[config.mk]
export PLATFORM = sky130hd
export DESIGN_NAME = mult_seq_ctrl
export DESIGN_NICKNAME = d
export VERILOG_FILES = /design/src/rtl/mult_seq_ctrl.sv
export SDC_FILE = /design/constraint.sdc
export NUM_CORES = 1
export LEC_CHECK = 0
export ABC_CLOCK_PERIOD_IN_PS = 2950
export CORE_AREA = 5 5 150 152
export DETAILED_ROUTE_END_ITERATION = 10
export DIE_AREA = 0 0 155 157
export PLACE_DENSITY = 0.74
export SLEW_MARGIN = 15
export SYNTH_ARGS = -nofsm -noshare
export SYNTH_HDL_FRONTEND = slang
export SYNTH_SLANG_ARGS = --single-unit
[constraint.sdc]
create_clock -name clk -period 2.95 [get_ports clk]
set_clock_uncertainty 0.2 [all_clocks]
set_input_delay 0.59 -clock clk [delete_from_list [all_inputs] [get_ports clk]]
set_output_delay 0.59 -clock clk [all_outputs]
set_load 0.05 [all_outputs]
[src/rtl/mult_seq_ctrl.sv]
// Multi-cycle sequencer for the EX-stage multiplier: captures operands, stalls the front end, presents the product.
// Optional zero-operand bypass is enabled by defining MULT_SEQ_ZERO_BYPASS_EN.
module mult_seq_ctrl #(
  parameter int WIDTH       = 64,
  parameter int MUL_LATENCY = 4,
  parameter int CNT_W       = 3
) (
  input  logic             clk,
  input  logic             reset,
  input  logic             ex_valid,
  input  logic             ex_is_mul,
  input  logic             flush,
  input  logic [WIDTH-1:0] fwd_a,
  input  logic [WIDTH-1:0] fwd_b,
  input  logic [WIDTH-1:0] mult_low,
  output logic [WIDTH-1:0] mult_a,
  output logic [WIDTH-1:0] mult_b,
  output logic             stall_out,
  output logic             busy,
  output logic             result_valid,
  output logic [WIDTH-1:0] result_out
);

  typedef enum logic [1:0] {
    IDLE = 2'b00,
    BUSY = 2'b01,
    DONE = 2'b10
  } state_t;

  state_t           state_r;
  state_t           state_nxt_s;
  logic [CNT_W-1:0] cnt_r;
  logic             start_s;
  logic             zero_op_s;
  logic             cnt_zero_s;

  assign start_s    = ex_valid & ex_is_mul & ~flush & (state_r == IDLE);
  assign cnt_zero_s = (cnt_r == {CNT_W{1'b0}});

`ifdef MULT_SEQ_ZERO_BYPASS_EN
  assign zero_op_s = (fwd_a == {WIDTH{1'b0}}) | (fwd_b == {WIDTH{1'b0}});
`else
  assign zero_op_s = 1'b0;
`endif

  // Next-state and combinational handshake outputs; flush overrides stall and result_valid in the same cycle.
  always_comb begin
    state_nxt_s  = state_r;
    stall_out    = 1'b0;
    result_valid = 1'b0;
    case (state_r)
      IDLE: begin
        stall_out = start_s;
        if (start_s) begin
          if (zero_op_s) begin
            state_nxt_s = DONE;
          end else begin
            state_nxt_s = BUSY;
          end
        end else begin
          state_nxt_s = IDLE;
        end
      end
      BUSY: begin
        if (flush) begin
          stall_out   = 1'b0;
          state_nxt_s = IDLE;
        end else if (cnt_zero_s) begin
          stall_out   = 1'b1;
          state_nxt_s = DONE;
        end else begin
          stall_out   = 1'b1;
          state_nxt_s = BUSY;
        end
      end
      DONE: begin
        result_valid = ~flush;
        state_nxt_s  = IDLE;
      end
      default: begin
        state_nxt_s = IDLE;
      end
    endcase
  end

  assign busy = (state_r != IDLE);

  // State, latency counter, frozen operands and latched product.
  always_ff @(posedge clk) begin
    if (reset) begin
      state_r    <= IDLE;
      cnt_r      <= {CNT_W{1'b0}};
      mult_a     <= {WIDTH{1'b0}};
      mult_b     <= {WIDTH{1'b0}};
      result_out <= {WIDTH{1'b0}};
    end else begin
      state_r <= state_nxt_s;
      if (start_s) begin
        mult_a <= fwd_a;
        mult_b <= fwd_b;
        cnt_r  <= CNT_W'(MUL_LATENCY - 1);
        if (zero_op_s) begin
          result_out <= {WIDTH{1'b0}};
        end
      end else if ((state_r == BUSY) && !flush) begin
        if (cnt_zero_s) begin
          result_out <= mult_low;
        end else begin
          cnt_r <= cnt_r - CNT_W'(1);
        end
      end
    end
  end

endmodule

==> results of run 1 <==
critical path, delay by kind of cell, from the launching register on:
family	cells	cell delay (ps)
flip-flops	1	500
AND/OR/NAND/NOR	1	170
buffers and inverters	1	830
power by group:
group	internal (W)	switching (W)
clock network	0.00112	0.00113
registers	0.00273	0.0000316
logic	0.000437	0.000605
flip-flops by register name, summed over array words and instances, names as in the netlist:
register,count
mult_b,64
result_out,64
mult_a,64
state_r,2
cnt_r,3
metrics by stage:
step                cells  worst slack [ps]  hold WS, ps
detailed placement   1484             300.7        265.3
floorplan             909             388.6        262.3
CTS                  1516             176.0        275.9
global placement     1484             298.6        258.9
global route         1516             140.0        292.4
finish               1516             234.6        273.4
cell families after synthesis:
kind of cell / synth area share
DFF: 0.5306
buffers and inverters: 0.05774
AOI/OAI and AO/OA: 0.2658
adders and majority gates: 0.003366
and+or+nand+nor: 0.1424
synth_stat cells:
cell,number
and3b_1,1
or2_2,1
o21ai_0,125
nor2_1,1
nand3_1,193
inv_1,3
buf_2,4
nor2b_1,1
nand2_1,3
nor3b_1,2
a31oi_1,2
a21oi_1,192
buf_1,3
a221oi_2,1
or3b_1,1
or4_1,1
or2_1,1
a211oi_1,1
nand2b_1,1
nand3b_1,1
a31o_2,1
o21ai_1,69
dfxtp_1,197
buf_6,1
clkbuf_1,100
nor3_1,1
ha_1,2
layer usage:
layer | routed length, um | vias up
met5 | 0 | -
met4 | 628 | 0
met3 | 2243 | 35
met2 | 13630 | 283
met1 | 11150 | 3772
li1 | - | 3885
how the worst min path moves through the flow:
stage                     cells past startpoint  startpoint  slack, ps          to
after floorplan                               2    cnt_r[1]        260    cnt_r[1]
after global placement                        2  mult_b[36]        260  mult_b[36]
after detailed placement                      2  mult_a[27]        270  mult_a[27]
after CTS                                     2  mult_b[60]        280  mult_b[60]
after global routing                          2  mult_b[63]        290  mult_b[63]
final                                         2  mult_a[62]        270  mult_a[62]
final cells by class:
cell class                 count  share of cell area
clock buffer                  17             0.03506
clock inverter                15             0.01114
inverter                       3           0.0009279
multi-input combinational    601              0.2545
sequential                   197              0.3250
tap                          275             0.02835
timing repair buffer         408              0.3451
==> results.md, run 1 <==
- Die width: 155 um
- Synth cell types: 27
- Final Power: 0.006050 W
- Post-layout instance area: 12,140 um2
- Via count: 7,975
- Mapped Cells: 909
- Launch point of the worst path: state_r[1]
- Worst EP required: 2160 ps
- Critical path arrival: 1930 ps
- CP Capture Type: primary output
- Nets: 1,427
- Worst-margin pin slew: 663.7 ps
- Status: finished clean
- Worst setup path endpoint: busy
- Setup_tns: 0 ps
- Setup-failing EPs final: 0
- Worst skew pair latency: 420 ps
- Dpl hpwl: 18,360 um
- H-tree lvl count: 4
- Hold buffer count at cts: 0
- R2R depth: 6
- Leakage power: 3.980 nW
- Max FO, Critical Path: 7
- Top cell type by total area after synthesis: dfxtp_1
- Highest Clock Rate: 0.3683 GHz
- Syn Nets: 1,108
- Mapped Area: 7432 um2
- CTS tree: built
- 1st-pass router iterations: 5
- Filler Cell Count: 1,936
- RR Startpoint: cnt_r[0]
- WL final: 27,650 um
- Gr ovfl total: 0
- Clock Tree Root: clkbuf_16
- Share of post-route cells with drive strength above 1: 0.04996
- Synth Register Bits: 197
- HP Class: flop to flop
- Area of the multi-input gates: 3088 um2
- CTS buffer count: 17
- Most crowded layer after global routing: met2
- CP startpoint kind: flop
- Clk sinks: 197
- RePlAce Congestion: 0.7813
- Reg clk slew, reported paths: 70 ps
- Drt first-iter violations: 569
- Largest net degree at the start of global routing: 130
- Routing usage on met3: 0.06214
- Via density per instance: 5.261
- Sequential element share of the synthesized area: 0.5306
- Cell Rows: 53
- Initial antenna violation count: 0
- Placeable Area: 20,890 um2
- Final Max Slew Viols: 0
- Reg-to-reg endpoint: state_r[0]
- Final Core Density: 0.5810
- Post-Syn Area per Cell: 8.176 um2
- Die extent in y: 157 um
- Tcrit/Tclk final: 0.9205
- Period minus WS final: 2715 ps
- Worst path cell trace: or2_2 > clkdlybuf4s50_1
- Commonest non-fill, non-tap cells in the layout: 388 x clkdlybuf4s50_1, 197 x dfxtp_1, 193 x nand3_1
- Largest cells by area after synthesis: dfxtp_1 53%, nand3_1 13%, a21oi_1 13%
- Global-route wire length before repair: 42,120 um
- CP Class: flop to primary output
- RSZ-0062 raised after global routing: false
- Synth top area share: 0.5306
- GRT met1 Usage: 0.2613
- Die area: 24,340 um2
- Antenna Violating Nets Remaining: 0
- Pwr per Cell Area: 498.6 nW/um2
- Port Buf Inserts: 391
- Area delta synth->final: 63.28%
- Antenna Cells: 0
- Overall Global Routing Usage: 0.2124
- Peak supply drop: 366.8 uV
- DR DRC count: 0
- Most common cell after layout, fill and taps aside: clkdlybuf4s50_1
- Number of global-route vias before repair: 7,578
- Longest Clk Path Bufs: 2
- Met2 GRT Util: 0.3572
- YS warnings: 0
- Ports: 392
- Sequential Area: 3944 um2
- Post-CTS Setup Inserts: 0
- Placed inst area: 11,570 um2
- Initial core utilization: 0.3558
- Worst path slowest cell: clkdlybuf4s50_1
- Resized cells post-CTS: 0
- Total of max-cap violations: 0
- Wire per inst: 18.24 um
- Final hold vios: 0
- Largest stage delay on the critical path: 830 ps
- Max_slew headroom: 0.5575
- Worst reg2reg setup slack: 1000 ps
No activity file was read; power rests on OpenSTA's default activity.
==> run 2, diff against run 1 <==
==> config.mk (replaced) <==
export PLATFORM = sky130hd
export DESIGN_NAME = mult_seq_ctrl
export DESIGN_NICKNAME = d
export VERILOG_FILES = /design/src/rtl/mult_seq_ctrl.sv
export SDC_FILE = /design/constraint.sdc
export NUM_CORES = 1
export LEC_CHECK = 0
export ABC_CLOCK_PERIOD_IN_PS = 3000
export CORE_AREA = 5 5 149 151
export DETAILED_ROUTE_END_ITERATION = 10
export DIE_AREA = 0 0 154 156
export PLACE_DENSITY = 0.75
export SLEW_MARGIN = 15
export SYNTH_ARGS = -nofsm -noshare
export SYNTH_HDL_FRONTEND = slang
export SYNTH_SLANG_ARGS = --single-unit
==> constraint.sdc (replaced) <==
create_clock -name clk -period 3 [get_ports clk]
set_clock_uncertainty 0.2 [all_clocks]
set_input_delay 0.6 -clock clk [delete_from_list [all_inputs] [get_ports clk]]
set_output_delay 0.6 -clock clk [all_outputs]
set_load 0.05 [all_outputs]
==> results.md, run 2 (synthesis gave the netlist of run 1 again) <==
- Largest stage delay on the critical path: 570 ps (was 830 ps)
- Initial antenna violation count: 0 (unchanged)
- Worst path bufs/invs: 2 (was 1)
- Overall Global Routing Usage: 0.2175 (was 0.2124)
- Critical Path Stages: 4 (was 2)
- Post-layout instance area: 12,200 um2 (was 12,140 um2)
- Antenna Cells: 0 (unchanged)
- Die area: 24,020 um2 (was 24,340 um2)
- Final Max Slew Viols: 0 (unchanged)
- Number of global-route vias before repair: 7,671 (was 7,578)
- RSZ-0062 raised after global routing: false (unchanged)
- Placed inst area: 11,620 um2 (was 11,570 um2)
- Max FO, Critical Path: 6 (was 7)
- RR Startpoint: cnt_r[0] (unchanged)
- Worst path cell trace: clkdlybuf4s50_1 > or3b_2 > nand2_1 > buf_12 (was or2_2 > clkdlybuf4s50_1)
- Setup-failing EPs final: 0 (unchanged)
- Largest regs: mult_a (64), mult_b (64), result_out (64) (unchanged)
- Worst reg2reg setup slack: 910 ps (was 1000 ps)
- Final hold vios: 0 (unchanged)
- Worst skew pair latency: 420 ps (about the same)
- Clock Tree Root: clkbuf_16 (unchanged)
- Antenna Violating Nets Remaining: 0 (unchanged)
- Leakage power: 4.005 nW (was 3.980 nW)
- Filler Cell Count: 1,869 (was 1,936)
- Reg-to-reg endpoint: result_out[24] (was state_r[0])
- Via count: 8,068 (was 7,975)
- Via density per instance: 5.308 (was 5.261)
- Area of the multi-input gates: 3088 um2 (unchanged)
- Min-delay src: mult_b[38] (was mult_a[62])
- Tcrit/Tclk final: 0.9149
- Wire per inst: 18.59 um (was 18.24 um)
- Max_slew headroom: 0.5367 (was 0.5575)
- Highest Clock Rate: 0.3643 GHz
- CP Class: primary input to primary output (was flop to primary output)
- Commonest non-fill, non-tap cells in the layout: 388 x clkdlybuf4s50_1, 197 x dfxtp_1, 193 x nand3_1 (unchanged)
- 1st-pass router iterations: 5 (unchanged)
- CTS tree: built (unchanged)
- Dpl hpwl: 19,080 um (was 18,360 um)
- Period minus WS final: 2745 ps
- Status: finished clean (unchanged)
- Global-route wire length before repair: 42,710 um (was 42,120 um)
- Port Buf Inserts: 391 (unchanged)
- CP startpoint kind: primary input (was flop)
- Total of max-cap violations: 0 (unchanged)
- Worst path slowest cell: or3b_2 (was clkdlybuf4s50_1)
- H-tree lvl count: 4 (unchanged)
- Worst EP required: 2200 ps (was 2160 ps)
- Gr ovfl total: 0 (unchanged)
- Longest Clk Path Bufs: 2 (unchanged)
- DR DRC count: 0 (unchanged)
- Peak supply drop: 384.6 uV (was 366.8 uV)
- Die width: 154 um (was 155 um)
- Hold buffer count at cts: 0 (unchanged)
- WL final: 28,260 um (was 27,650 um)
- Ports: 392 (unchanged)
- Die extent in y: 156 um (was 157 um)
- Worst-margin pin slew: 694.9 ps (was 663.7 ps)
- Share of post-route cells with drive strength above 1: 0.05301 (was 0.04996)
- Sequential Area: 3944 um2 (unchanged)
- WHS: 272.2 ps (was 273.4 ps)
- Setup_tns: 0 ps (unchanged)
- CP delay by family, top: simple AND/OR/NAND/NOR gates (was buffers and inverters)
- CP Capture Type: primary output (unchanged)
- Initial core utilization: 0.3592 (was 0.3558)
- Most common cell after layout, fill and taps aside: clkdlybuf4s50_1 (unchanged)
- WHS Endpoint: mult_b[38] (was mult_a[62])
- Largest net degree at the start of global routing: 130 (unchanged)
- Post-CTS Setup Inserts: 0 (unchanged)
- Cell Rows: 53 (unchanged)
- Clk sinks: 197 (unchanged)
- R2R depth: 6 (unchanged)
- Nets: 1,431 (was 1,427)
- Pwr per Cell Area: 493.0 nW/um2 (was 498.6 nW/um2)
- Reg clk slew, reported paths: 70 ps (about the same)
- Resized cells post-CTS: 0 (unchanged)
- Area delta synth->final: 64.11% (was 63.28%)
- CTS buffer count: 17 (unchanged)
- Placeable Area: 20,690 um2 (was 20,890 um2)
- RePlAce Congestion: 0.8117 (was 0.7813)
- Drt first-iter violations: 491 (was 569)
- Critical path arrival: 1940 ps (was 1930 ps)
- Hold Crit Depth: 2 (unchanged)
- HP Class: flop to flop (unchanged)
==> run 2: changes by cell type in the layout (fill, tap and decap cells not counted) <==
| cell | previous run | this run |
|---|---|---|
| buf_4 | 7 | 10 |
| inv_6 | 5 | 4 |
| buf_12 | 12 | 13 |
| clkinvlp_4 | 0 | 1 |
| clkinv_2 | 3 | 1 |
| clkbuf_8 | 0 | 1 |
| clkinv_8 | 1 | 2 |
==> run 2: worst max path at each step <==
stage / start / endpoint / slack [ps]
3_3_place_gp: flush / stall_out / 260
4_1_cts: flush / stall_out / 260
3_5_place_dp: flush / stall_out / 280
2_1_floorplan: flush / stall_out / 420
5_1_grt: flush / stall_out / 230
6_report: flush / stall_out / 260
==> run 2: worst register-to-register path, cell delays in order, from the launching register on <==
cell and delay [ps]:
dfxtp_1 310, inv_1 90, ha_1 220, nor2b_4 610, buf_12 310, nand3_1 130
a21oi_1 140
==> run 2: metal layers <==
metal | GRT usage | vias to the layer above | share of wire
met1 | 0.2587 | 3793 | 0.39
met3 | 0.06741 | 58 | 0.078
met2 | 0.3671 | 320 | 0.50
met5 | 0 | - | 0
li1 | - | 3897 | -
met4 | 0.08831 | 0 | 0.033
==> run 2: stage by stage <==
| stage | util | setup slack, ps | cells | power, W |
|---|---|---|---|---|
| detailed placement | 0.5615 | 281.9 | 1488 | 0.003807 |
| finish | 0.5895 | 255.2 | 1520 | 0.006013 |
| floorplan | - | 418.5 | 909 | 0.003284 |
| global route | 0.5895 | 227.0 | 1520 | 0.006244 |
| CTS | 0.5895 | 257.3 | 1520 | 0.006079 |
| global placement | 0.5615 | 257.9 | 1488 | 0.003801 |
==> run 2: final cells by class <==
class,count,area share
multi-input combinational,601,0.2532
timing repair buffer,412,0.3468
clock buffer,18,0.03601
tap,275,0.02821
clock inverter,14,0.01149
inverter,3,0.0009233
sequential,197,0.3233
==> run 2: where the power goes <==
part,switching [W],leakage [nW],internal [W]
Combinational,0.000600,2.13,0.000436
Sequential,0.0000307,1.60,0.00268
Clock,0.00113,0.283,0.00113
Total,0.00176,4.01,0.00425
